`config.mk`:
```
export PLATFORM = sky130hd
export DESIGN_NAME = ctrl_fsm_mc
export DESIGN_NICKNAME = d
export VERILOG_FILES = /design/src/rtl/ctrl_fsm_mc.sv
export SDC_FILE = /design/constraint.sdc
export NUM_CORES = 1
export LEC_CHECK = 0
export BUFFER_PORTS_ARGS = -buffer_cell sky130_fd_sc_hd__buf_2
export CORE_ASPECT_RATIO = 0.75
export CORE_UTILIZATION = 35
export DETAILED_ROUTE_END_ITERATION = 6
export PLACE_DENSITY = 0.76
export SLEW_MARGIN = 0
export SYNTH_ARGS = -nofsm -noshare
export SYNTH_HDL_FRONTEND = slang
export SYNTH_SLANG_ARGS = --single-unit
```
`constraint.sdc`:
```
create_clock -name clk -period 1.4 [get_ports clk]
set_input_delay 0.07 -clock clk [delete_from_list [all_inputs] [get_ports clk]]
set_output_delay 0.07 -clock clk [all_outputs]
set_load 0.05 [all_outputs]
```
`src/rtl/ctrl_fsm_mc.sv`:
```
// Multicycle Moore control unit. Each state lasts one cycle; FETCH, MEM_RD and MEM_WR stall on imem_ready/dmem_ready.
// Define CTRL_TRAP_EN to trap illegal instructions and time out memory waits after 2^TMO_W-1 cycles.
module ctrl_fsm_mc #(
    parameter int ALUF_W = 3,
    parameter int TMO_W  = 4
) (
    input  logic              clk,
    input  logic              rst,
    input  logic [31:0]       instruction,
    input  logic              imem_ready,
    input  logic              dmem_ready,
    output logic [1:0]        pc_src,
    output logic [ALUF_W-1:0] alu_funct,
    output logic              alu_src_a,
    output logic [1:0]        alu_src_b,
    output logic              pc_write,
    output logic              pc_write_cond,
    output logic              branch_op,
    output logic              load_a,
    output logic              load_b,
    output logic              load_alu_out,
    output logic              load_ir,
    output logic              load_mdr,
    output logic              reg_write,
    output logic [1:0]        mem_to_reg,
    output logic              imem_req,
    output logic              dmem_req,
    output logic              dmem_write,
    output logic              reset_out,
    output logic [3:0]        state_o,
    output logic              trap
);

    localparam logic [3:0] RST_ST = 4'd0;
    localparam logic [3:0] FETCH  = 4'd1;
    localparam logic [3:0] DECODE = 4'd2;
    localparam logic [3:0] EXEC_R = 4'd3;
    localparam logic [3:0] EXEC_I = 4'd4;
    localparam logic [3:0] MEM_RD = 4'd5;
    localparam logic [3:0] MEM_WR = 4'd6;
    localparam logic [3:0] WB_ALU = 4'd7;
    localparam logic [3:0] WB_MEM = 4'd8;
    localparam logic [3:0] LUI_WB = 4'd9;
    localparam logic [3:0] BRANCH = 4'd10;
    localparam logic [3:0] JAL    = 4'd11;
    localparam logic [3:0] TRAP   = 4'd15;

    localparam logic [6:0] OP_R    = 7'b1100110;
    localparam logic [6:0] OP_S    = 7'b0100011;
    localparam logic [6:0] OP_ADDI = 7'b0010011;
    localparam logic [6:0] OP_LD   = 7'b0000011;
    localparam logic [6:0] OP_LUI  = 7'b0110111;
    localparam logic [6:0] OP_BR   = 7'b1100111;
    localparam logic [6:0] OP_JAL  = 7'b1101111;

    localparam logic [ALUF_W-1:0] FN_PASS = ALUF_W'(3'b000);
    localparam logic [ALUF_W-1:0] FN_ADD  = ALUF_W'(3'b001);
    localparam logic [ALUF_W-1:0] FN_SUB  = ALUF_W'(3'b010);
    localparam logic [ALUF_W-1:0] FN_AND  = ALUF_W'(3'b011);
    localparam logic [ALUF_W-1:0] FN_SLT  = ALUF_W'(3'b111);

    logic [3:0]        state;
    logic [3:0]        nextState;
    logic [6:0]        opcode;
    logic [2:0]        funct3;
    logic [6:0]        funct7;
    logic              rLegal;
    logic              brLegal;
    logic [ALUF_W-1:0] rFn;
    logic              waitTmo;
    logic              unusedInstr;

    assign opcode      = instruction[6:0];
    assign funct3      = instruction[14:12];
    assign funct7      = instruction[31:25];
    assign brLegal     = (funct3[2:1] == 2'b00);
    assign unusedInstr = ^{instruction[24:15], instruction[11:7]};
    assign state_o     = state;

`ifdef CTRL_TRAP_EN
    localparam logic [3:0]       ILL_NEXT = TRAP;
    localparam logic [TMO_W-1:0] TMO_LIM  = {TMO_W{1'b1}};

    logic [TMO_W-1:0] waitCnt;

    // Only wait states ever hold, so any state change restarts the count.
    always_ff @(posedge clk or posedge rst) begin
        if (rst) begin
            waitCnt <= '0;
        end else if (nextState != state) begin
            waitCnt <= '0;
        end else begin
            waitCnt <= waitCnt + TMO_W'(1);
        end
    end

    assign waitTmo = (waitCnt == TMO_LIM - TMO_W'(1));
`else
    localparam logic [3:0] ILL_NEXT   = FETCH;
    localparam int         unusedTmoW = TMO_W;

    assign waitTmo = 1'b0;
`endif

    always_comb begin
        rLegal = 1'b1;
        rFn    = FN_PASS;
        case ({funct7, funct3})
            {7'b0000000, 3'b000}: rFn = FN_ADD;
            {7'b0100000, 3'b000}: rFn = FN_SUB;
            {7'b0000000, 3'b111}: rFn = FN_AND;
            {7'b0000000, 3'b010}: rFn = FN_SLT;
            default:              rLegal = 1'b0;
        endcase
    end

    always_ff @(posedge clk or posedge rst) begin
        if (rst) begin
            state <= RST_ST;
        end else begin
            state <= nextState;
        end
    end

    always_comb begin
        nextState = state;
        case (state)
            RST_ST: nextState = FETCH;
            FETCH: begin
                if (imem_ready)   nextState = DECODE;
                else if (waitTmo) nextState = TRAP;
            end
            DECODE: begin
                case (opcode)
                    OP_R:                   nextState = EXEC_R;
                    OP_S, OP_ADDI, OP_LD:   nextState = EXEC_I;
                    OP_LUI:                 nextState = LUI_WB;
                    OP_BR:                  nextState = BRANCH;
                    OP_JAL:                 nextState = JAL;
                    default:                nextState = ILL_NEXT;
                endcase
            end
            EXEC_R: nextState = rLegal ? WB_ALU : ILL_NEXT;
            EXEC_I: begin
                if (opcode == OP_S)       nextState = MEM_WR;
                else if (opcode == OP_LD) nextState = MEM_RD;
                else                      nextState = WB_ALU;
            end
            MEM_RD: begin
                if (dmem_ready)   nextState = WB_MEM;
                else if (waitTmo) nextState = TRAP;
            end
            MEM_WR: begin
                if (dmem_ready)   nextState = FETCH;
                else if (waitTmo) nextState = TRAP;
            end
            BRANCH:  nextState = brLegal ? FETCH : ILL_NEXT;
            default: nextState = FETCH;
        endcase
    end

    always_comb begin
        pc_src        = 2'b00;
        alu_funct     = FN_PASS;
        alu_src_a     = 1'b0;
        alu_src_b     = 2'b00;
        pc_write      = 1'b0;
        pc_write_cond = 1'b0;
        branch_op     = 1'b0;
        load_a        = 1'b0;
        load_b        = 1'b0;
        load_alu_out  = 1'b0;
        load_ir       = 1'b0;
        load_mdr      = 1'b0;
        reg_write     = 1'b0;
        mem_to_reg    = 2'b00;
        imem_req      = 1'b0;
        dmem_req      = 1'b0;
        dmem_write    = 1'b0;
        reset_out     = 1'b0;
        trap          = 1'b0;
        case (state)
            RST_ST: reset_out = 1'b1;
            FETCH: begin
                imem_req  = 1'b1;
                alu_src_b = 2'b01;
                alu_funct = FN_ADD;
                load_ir   = imem_ready;
                pc_write  = imem_ready;
            end
            DECODE: begin
                load_a       = 1'b1;
                load_b       = 1'b1;
                load_alu_out = 1'b1;
                alu_src_b    = 2'b11;
                alu_funct    = FN_ADD;
            end
            EXEC_R: begin
                alu_src_a    = 1'b1;
                alu_funct    = rFn;
                load_alu_out = rLegal;
            end
            EXEC_I: begin
                alu_src_a    = 1'b1;
                alu_src_b    = 2'b10;
                alu_funct    = FN_ADD;
                load_alu_out = 1'b1;
            end
            MEM_RD: begin
                dmem_req = 1'b1;
                load_mdr = dmem_ready;
            end
            MEM_WR: begin
                dmem_req   = 1'b1;
                dmem_write = 1'b1;
            end
            WB_ALU: reg_write = 1'b1;
            WB_MEM: begin
                reg_write  = 1'b1;
                mem_to_reg = 2'b01;
            end
            LUI_WB: begin
                reg_write  = 1'b1;
                mem_to_reg = 2'b10;
            end
            BRANCH: begin
                alu_src_a     = 1'b1;
                alu_funct     = FN_SUB;
                pc_src        = 2'b01;
                branch_op     = instruction[12];
                pc_write_cond = brLegal;
            end
            JAL: begin
                reg_write  = 1'b1;
                mem_to_reg = 2'b11;
                pc_write   = 1'b1;
                pc_src     = 2'b01;
            end
`ifdef CTRL_TRAP_EN
            TRAP: begin
                trap     = 1'b1;
                pc_write = 1'b1;
                pc_src   = 2'b10;
            end
`endif
            default: ;
        endcase
    end

endmodule

```
==> flow_summary.toml, run 1 <==
[status]
outcome = "did not finish"
haltStage = "5_1_grt"
stop_error = "[ERROR DPL-0033] detailed placement checks failed during check placement."

[placed_design]
dp_cells = 202
gp_congestion = 0.845
dp_hpwl_mm = 2.18
io_buffers = 46

[floorplanning]
fp-row-count = 14
die_w_um = 57.3
io_pins = 64
die_h_um = 43.5
start_util_pct = 38.5

[synth]
syn_area_um2 = 803
seq_area_frac_synth_pct = 12.5
synth.ff_latch_count = 4
yosys.area.top_type = "dfrtp_1"
yosysWarnings = 0
yosysMostFrequentCell = "nor2_1"
synth_cell_types = 46
synthTopCellsByArea = "dfrtp_1 12%, nand2b_1 5.5%, nor2b_1 5.5%, a21oi_1 4.4%, nor2_1 4.2%"
synth_top_area_share_pct = 12.5
syn_avg_cell_area_um2 = 7.05
synth_edf_count = 0
synthTopCellsByCount = "9 x nor2_1, 8 x nand2_1, 7 x a21oi_1, 7 x nand2b_1, 7 x nor2b_1"
syn-instance-count = 114
synthArstFlopShare_pct = 100
synth_ff_type = "dfrtp_1"

[timing]
repair-timing-grt-worst-ep = "alu_funct[2]"
worstEpCategory = "primary output"

[clock_tree]
clock_sinks = 4
cts_buffer_depth = 2
cts_buffers = 3
cts_root_buf = "clkbuf_4"
htree_levels = 1

[global_routing]
antenna_found_initial = 0
grt_max_degree = 12
-- kinds of logic after synthesis --
kind of cell	count (synthesis)	synth area share [%]
AND/OR/NAND/NOR	66	53.4
AO/OA/AOI/OAI	26	22.0
buffers and inverters	15	9.34
flip-flops	4	12.5
XOR/XNOR	1	1.09
adder cells (fa/ha/maj)	1	1.25
other	1	0.467
-- metrics by stage --
step | hold WS, ns | area, µm² | setup WS, ns | TNS, ns | utilization [%]
3_5_place_dp | -0.0498 | 1400 | -0.154 | -1.11 | 67.1
2_1_floorplan | -0.164 | 1040 | -0.652 | -5.55 | -
4_1_cts | 0.192 | 1850 | -0.250 | -2.98 | 88.8
3_3_place_gp | -0.0538 | 1400 | -0.139 | -1.00 | 67.1
-- what timing repair did --
action | CTS
gates cloned | 0
hold endpoints to repair | 4
pin swaps | 14
hold buffers | 1
resized for setup | 87
buffers inserted | 17
endpoints found under the setup margin | 25
==> inputs of run 2 (changes only) <==
--- a/config.mk
+++ b/config.mk
@@ -6,10 +6,9 @@
 export NUM_CORES = 1
 export LEC_CHECK = 0
 export BUFFER_PORTS_ARGS = -buffer_cell sky130_fd_sc_hd__buf_2
-export CORE_ASPECT_RATIO = 0.75
-export CORE_UTILIZATION = 35
+export CORE_UTILIZATION = 20
 export DETAILED_ROUTE_END_ITERATION = 6
-export PLACE_DENSITY = 0.76
+export PLACE_DENSITY_LB_ADDON = 0.15
 export SLEW_MARGIN = 0
 export SYNTH_ARGS = -nofsm -noshare
 export SYNTH_HDL_FRONTEND = slang
==> constraint.sdc (replaced) <==
create_clock -name clk -period 1.8 [get_ports clk]
set_input_delay 0.09 -clock clk [delete_from_list [all_inputs] [get_ports clk]]
set_output_delay 0.09 -clock clk [all_outputs]
set_load 0.05 [all_outputs]
==> run 2 against run 1 <==
  * The run now ends clean
  * Area after synthesis unchanged
  * Synthesized cell count unchanged
==> flow_summary.toml, run 2 <==
[worst_setup_path]
worstPathRequired_ns = 1.71
max_stage_delay_ns = 0.56
worst-path-buf-inv = 2
cp.arrival_ns = 1.63
critPathTopFamily = "flip-flops"
critPathLaunchType = "flip-flop"
end_kind = "output port"
crit_chain = "buf_4, nor3b_1, a21oi_1, nor3b_4, buf_6"
slowest_stage = "dfrtp_4"
critical_path_class = "reg -> out"
cp_max_fo = 19

[clock_tree]
cts_buffer_depth = 2
cts_tree = "built"
cts_buffers = 3
clock_sinks = 4
cts_root_buf = "clkbuf_8"
clock_latency_ns = 0.21
clkTransAtPathRegs_ns = 0.03
htree_levels = 1

[synth]
yosys.area.top_type = "dfrtp_1"
seq_area_frac_synth_pct = 12.5
syn-instance-count = 114
synth_ff_type = "dfrtp_1"
synth_edf_count = 0
yosysMostFrequentCell = "nor2_1"
synthTopCellsByCount = "9 x nor2_1, 8 x nand2_1, 7 x a21oi_1, 7 x nand2b_1, 7 x nor2b_1"
synth_cell_types = 46
yosysWarnings = 0
synthArstFlopShare_pct = 100
syn_area_um2 = 803
synthTopCellsByArea = "dfrtp_1 12%, nand2b_1 5.5%, nor2b_1 5.5%, a21oi_1 4.4%, nor2_1 4.2%"
synth.ff_latch_count = 4
syn_avg_cell_area_um2 = 7.05
synth_top_area_share_pct = 12.5

[finish]
most-common-layout-cells = "41 x buf_2, 8 x nand2_1, 8 x buf_4"
syn2layout_area_growth_pct = 66.4
layout.nets = 200
layout_commonest_cell = "buf_2"
drive_gt1_share_pct = 53.1
diodes = 0
fill_cells = 402
largest_reg_flops = 4
fin_util_pct = 35.7

[timing]
finalCriticalPeriod_ns = 1.72
max_freq_ghz = 0.581
hold_viol_final = 0
slew_violations = 0
setup-tns-final_ns = 0
min_period_over_period_pct = 95.7
worst_slack_ns = 0.0782
setup_violations = 0
fin_skew_ns = 0.00255
rsz0062_at_grt = "true"

[status]
outcome = "complete, no violations"

[detailed_routing]
viasPerCell = 4.83
drt_iter0_drc = 50
post_drt_wl_per_cell_um = 12.2
drcViolationCount = 0
drt_first_pass_iters = 4
routed_wl_mm = 2.57
ant_nets = 0
num_vias = 1015

[floorplanning]
io_pins = 64
die_w_um = 65.4
fp-row-count = 22
die_h_um = 65.4
start_util_pct = 21.5
dieArea_um2 = 4270
coreArea_um2 = 3740

[pwr]
powerDensity_nw_per_um2 = 1220
peakVddDrop_v = 0.000508
p_leak_uw = 0.000590

[global_routing]
grt_max_degree = 20
grt_pass1_wl_mm = 4.18
antenna_found_initial = 0
grt_overflow = 0
grt_pass1_vias = 913
track_usage_pct = 12.5

[placed_design]
gp_congestion = 0.759
dp_slack_ns = 0.163
dp_hpwl_mm = 2.01
io_buffers = 46

[run]
maxCapViolations = 0

[worst_hold_path]
hold_path.class = "in -> reg"
## run 2: cell counts after synthesis
No cell type changed its count.
## run 2: timing repair
action / CTS / global route
endpoints found under the hold margin: 4 / 0
buffers inserted: 0 / 2
hold buffers: 1 / 0
gates resized for setup: 5 / 12
gates cloned: 0 / 0
setup endpoints to repair: 4 / 7
pin swaps: 0 / 0
## run 2: layout make-up
type	instances	area (µm²)	area share, %
Multi-Input combinational cell	96	767	57.4
Timing Repair Buffer	56	344	25.7
Sequential cell	4	113	8.43
Tap cell	48	60.1	4.49
Clock buffer	3	41.3	3.09
Inverter	3	11.3	0.843
## run 2: per-stage QoR
stage / hold slack [ns] / std cells / instance area, µm² / total power (µW)
4_1_cts: 0.242 / 208 / 1280 / 1600
6_report: 0.241 / 210 / 1340 / 1630
5_1_grt: 0.279 / 210 / 1340 / 1730
3_3_place_gp: -0.0305 / 204 / 1220 / 1390
3_5_place_dp: -0.0305 / 204 / 1220 / 1390
2_1_floorplan: -0.144 / 115 / 932 / 1140
## run 2: worst paths after layout
path,from,endpoint,slack [ns],depth (start not counted)
max in group asynchronous,rst,state_o[1],1.34,3
hold / removal,dmem_ready,state_o[1],0.24,3
hold reg to reg,state_o[1],state_o[0],0.74,2
setup / recovery,state_o[1],pc_write,0.08,5
min in group asynchronous,rst,state_o[2],0.29,3
setup reg to reg,state_o[2],state_o[0],0.14,5
## run 2: logic make-up after synthesis
kind of cell / synth area share [%]
simple gates: 53.4
compound gates: 22.0
buf+inv: 9.34
flops: 12.5
xor+xnor: 1.09
fa+ha+maj: 1.25
other cells: 0.467
## run 2: layer usage
layer / share of wire [%] / GRT usage (%)
met5: 0 / 0
met1: 46 / 17.2
met2: 49 / 19.7
met3: 4.7 / 1.74
met4: 0.039 / 4.62
## run 2: report_power, final
group	total, µW	switching [µW]	internal, µW
sequential	246	121	125
combinational	1200	776	429
clock	184	42.2	142
total	1630	939	695
## run 2: tightest hold or removal path: cells and delay by family
| family | cells | cell delay [ns] |
|---|---|---|
| buffers and inverters | 1 | 0.14 |
| and+or+nand+nor | 1 | 0.12 |
| AOI/OAI and AO/OA | 1 | 0.06 |
Power figures use the tool's default switching activity.
==> inputs of run 3 (changes only) <==
==> constraint.sdc (replaced) <==
create_clock -name clk -period 1.8 [get_ports clk]
set_input_delay 0.09 -clock clk [delete_from_list [all_inputs] [get_ports clk]]
set_output_delay 0.09 -clock clk [all_outputs]
set_load 0.1 [all_outputs]
==> run 3 against run 2 <==
  * Sequential power shrank 17%
  * Critical path depth is 1 lower
  * First-iteration DRC count shrank 40%
  * Via count rose by 2.1%
  * Global-route usage increased by 1.0 points
  * Clock power rose by 2%
  * Register-to-register slack got worse by 0.04 ns
==> flow_summary.toml, run 3 (same netlist as run 2, synthesis figures left out) <==
[status]
outcome = "complete, no violations"

[worst_setup_path]
critical_path_class = "reg -> out"
worstRegToRegCells = 4
end_kind = "output port"
cp_max_fo = 11
cp.arrival_ns = 1.65
worstPathRequired_ns = 1.71
critPathLaunchType = "flip-flop"

[finish]
diodes = 0
drive_gt1_share_pct = 59.1
layout_commonest_cell = "buf_2"
finish.instance_area_um2 = 1680
fin_cells = 212
syn2layout_area_growth_pct = 110
layout.nets = 202
register_area_um2 = 115
multi_input_area_um2 = 800
largest_reg_flops = 4
most-common-layout-cells = "24 x buf_2, 22 x buf_12, 9 x buf_4"
fill_cells = 383

[pwr]
switching_share_pct = 59.4
p_int_uw = 1040
power.total_uw = 2570
power_frac_seq_pct = 7.9
switching_power_uw = 1520
peakVddDrop_v = 0.000743
p_leak_uw = 0.000678
powerDensity_nw_per_um2 = 1520
pwr-share-comb_pct = 84.7
clockPowerShare_pct = 7.3

[detailed_routing]
post_drt_wl_per_cell_um = 13.3
drcViolationCount = 0
routed_wl_mm = 2.82
viasPerCell = 4.89
ant_nets = 0
drt_first_pass_iters = 4
num_vias = 1036
drt_iter0_drc = 30

[floorplanning]
dieArea_um2 = 4270
io_pins = 64
fp-row-count = 22
coreArea_um2 = 3740
start_util_pct = 21.5
die_h_um = 65.4
die_w_um = 65.4

[placed_design]
dp_hpwl_mm = 2.10
gp_congestion = 0.810
dp_slack_ns = 0.171
place_area_um2 = 1580
dp_cells = 204
io_buffers = 46

[global_routing]
grt_pass1_vias = 994
track_usage_pct = 13.5
use_met1_pct = 18.1
grt_use_met3_pct = 3.47
top_usage_layer = "met2"
grt_overflow = 0
antenna_found_initial = 0
grt_pass1_wl_mm = 4.48
met2_usage_pct = 20.2
grt_max_degree = 21

[clock_tree]
cts_tree = "built"
cts_buffer_depth = 2
cts_buffers = 3
cts_root_buf = "clkbuf_8"
htree_levels = 1
clock_sinks = 4
clock_latency_ns = 0.22
clkTransAtPathRegs_ns = 0.03

[timing]
worst_slack_ns = 0.0574
rsz0062_at_grt = "false"
hold_viol_final = 0
max_freq_ghz = 0.574
fin_skew_ns = 0.00140
setup_violations = 0
setup-tns-final_ns = 0
finalCriticalPeriod_ns = 1.74
slew_violations = 0
min_period_over_period_pct = 96.8

[worst_hold_path]
hold_path.class = "in -> reg"
holdPathStages = 3

[run]
maxCapViolations = 0
run 3: cell types whose count changed in the layout (fill, tap and decap cells not counted), moves of 2 or more:
cell,change
and3_2,+2
buf_12,+21
and3_1,-2
buf_2,-17
buf_6,-2
run 3: worst max-delay path: stages (launching register included):
cell	delay, ns
dfrtp_4	0.56
nand2b_1	0.23
and2_1	0.22
o31ai_4	0.21
buf_12	0.21
run 3: layer usage:
| metal | up-vias | part of all wire [%] |
|---|---|---|
| li1 | 510 | - |
| met1 | 486 | 44 |
| met2 | 36 | 48 |
| met3 | 4 | 7.0 |
| met4 | 0 | 1.5 |
| met5 | - | 0 |
run 3: what timing repair did:
action / 4_1_cts / 5_1_grt
hold endpoints to repair: 4 / 0
gates resized for setup: 0 / 3
buffers inserted: 1 / 3
hold buffers: 1 / 0
setup endpoints to repair: 2 / 7
run 3: final timing paths:
kind / start / slack [ns] / end
max in group asynchronous: rst / 1.34 / state_o[2]
max reg2reg: state_o[1] / 0.10 / state_o[0]
min reg2reg: state_o[3] / 0.79 / state_o[0]
min in group asynchronous: rst / 0.30 / state_o[0]
max: state_o[2] / 0.06 / load_alu_out
min: dmem_ready / 0.24 / state_o[1]
run 3: final cells by class:
class	count	area share (%)
Clock buffer	3	2.45
Inverter	3	0.669
Multi-Input combinational cell	96	47.5
Sequential cell	4	6.84
Tap cell	48	3.57
Timing Repair Buffer	58	39.0
run 3: power by group through the flow:
stage / clock (µW) / sequential (µW) / combinational [µW]
5_1_grt: 201 / 211 / 2250
3_3_place_gp: 0 / 254 / 2030
4_1_cts: 192 / 228 / 2090
6_report: 188 / 204 / 2170
2_1_floorplan: 0 / 308 / 1480
3_5_place_dp: 0 / 252 / 2030
run 3: per-stage QoR:
step           utilization [%]  hold WS, ns
2_1_floorplan                -       -0.144
3_3_place_gp              42.2      -0.0339
3_5_place_dp              42.2      -0.0248
4_1_cts                   43.8        0.253
5_1_grt                   45.0        0.275
6_report                  45.0        0.244
==> inputs of run 4 (changes only) <==
--- a/config.mk
+++ b/config.mk
@@ -8,7 +8,7 @@
 export BUFFER_PORTS_ARGS = -buffer_cell sky130_fd_sc_hd__buf_2
 export CORE_UTILIZATION = 20
 export DETAILED_ROUTE_END_ITERATION = 6
-export PLACE_DENSITY_LB_ADDON = 0.15
+export PLACE_DENSITY = 0.58
 export SLEW_MARGIN = 0
 export SYNTH_ARGS = -nofsm -noshare
 export SYNTH_HDL_FRONTEND = slang
==> run 4 against run 3 <==
  * Global-route usage fell by 1.4 points
  * Clock skew fell by 0.00065 ns
  * Die area did not move
  * First-iteration DRC count rose by 37%
  * Wire length fell by 3.0%
  * Count of clock-buffer cells in the layout did not move
  * Worst hold slack got worse by 0.0078 ns
  * Largest cell class unchanged
  * Non-clock buffer count rose by 6
  * Highest routed layer unchanged
  * Critical path type unchanged
  * Flip-flop and latch count did not move
  * Combinational power barely moved
  * Sequential share of layout area fell by 0.16 points
  * Worst setup slack got worse by 0.0031 ns
==> flow_summary.toml, run 4 (same netlist as run 2, synthesis figures left out) <==
[worst_setup_path]
worstRegToRegCells = 4
critical_path_class = "reg -> out"
cp_max_fo = 13
worstPathRequired_ns = 1.71
end_kind = "output port"
critPathLaunchType = "flip-flop"
cp.arrival_ns = 1.66

[detailed_routing]
viasPerCell = 4.87
routed_wl_mm = 2.74
drcViolationCount = 0
drt_iter0_drc = 41
drt_first_pass_iters = 4
ant_nets = 0
post_drt_wl_per_cell_um = 12.6
num_vias = 1062

[finish]
layout.nets = 208
fin_cells = 218
most-common-layout-cells = "24 x buf_2, 21 x buf_12, 17 x buf_4"
largest_reg_flops = 4
syn2layout_area_growth_pct = 115
layout_commonest_cell = "buf_2"
drive_gt1_share_pct = 61.2
diodes = 0
fin_util_pct = 46.1

[clock_tree]
clock_latency_ns = 0.22
cts_root_buf = "clkbuf_8"
cts_tree = "built"
htree_levels = 1
clock_sinks = 4
cts_buffers = 3
clkTransAtPathRegs_ns = 0.03
cts_buffer_depth = 2

[floorplanning]
fp-row-count = 22
io_pins = 64
die_w_um = 65.4
die_h_um = 65.4
coreArea_um2 = 3740
dieArea_um2 = 4270
start_util_pct = 21.5

[timing]
min_period_over_period_pct = 97.0
slew_violations = 0
holdWs_ns = 0.236
setup_violations = 0
rsz0062_at_grt = "false"
hold_viol_final = 0
finalCriticalPeriod_ns = 1.75
max_freq_ghz = 0.573
fin_skew_ns = 0.000751

[global_routing]
grt_overflow = 0
grt_pass1_wl_mm = 4.07
track_usage_pct = 12.1
grt_pass1_vias = 870
antenna_found_initial = 0
grt_max_degree = 18

[placed_design]
io_buffers = 46
dp_cells = 204
gp_congestion = 0.789
dp_hpwl_mm = 2.06

[worst_hold_path]
holdPathStages = 4
hold_path.class = "in -> reg"

[pwr]
powerDensity_nw_per_um2 = 1500
p_leak_uw = 0.000704
peakVddDrop_v = 0.000472
power.total_uw = 2580

[status]
outcome = "complete, no violations"

[run]
maxCapViolations = 0
[run 4: cell types whose count changed in the layout (fill, tap and decap cells not counted), sizes merged]
cell / change
clkbuf: -1
buf: +7
[run 4: metal layers]
metal / track usage (%) / part of all wire, % / wire, µm
met5: 0 / 0 / 0
met4: 3.80 / 0.62 / 17
met3: 4.69 / 11 / 310
met2: 17.9 / 44 / 1210
met1: 16.0 / 44 / 1200
[run 4: repair_timing]
action                     CTS  global route
setup endpoints to repair    3             7
setup buffers                1             9
resized for setup            3             2
hold buffers                 1             0
hold endpoints to repair     4             0
[run 4: path summary, 6_finish.rpt]
kind                                      from           end  slack, ns
worst min register to register      state_o[3]    state_o[0]       0.72
worst max register to register      state_o[1]    state_o[0]       0.11
worst min-delay path            instruction[2]    state_o[2]       0.24
max in group asynchronous                  rst    state_o[3]       1.33
min in group asynchronous                  rst    state_o[1]       0.30
worst max-delay path                state_o[2]  load_alu_out       0.05
[run 4: layout make-up]
cell class | count | area [µm²]
Tap cell | 48 | 60.1
Timing Repair Buffer | 64 | 689
Sequential cell | 4 | 115
Clock buffer | 3 | 41.3
Fill cell | 374 | 2020
Multi-Input combinational cell | 96 | 808
Inverter | 3 | 11.3
[run 4: through the flow]
| step | setup WS [ns] | cell area (µm²) | setup TNS [ns] |
|---|---|---|---|
| finish | 0.0542 | 1730 | 0 |
| CTS | 0.0149 | 1650 | 0 |
| detailed placement | 0.175 | 1580 | 0 |
| floorplan | -0.869 | 1050 | -8.00 |
| global placement | 0.191 | 1580 | 0 |
| global route | 0.0121 | 1730 | 0 |
[run 4: report_power, final]
part / leakage (µW) / switching (µW) / internal, µW
Combinational: 0.000637 / 1400 / 789
Clock: 0.0000216 / 49.2 / 143
Sequential: 0.0000458 / 76.3 / 125
[run 4: worst max-delay path: stages (launching register included)]
cell      delay (ns)
dfrtp_4         0.56
nand2b_1        0.22
and2_1          0.22
o31ai_4         0.22
buf_12          0.21
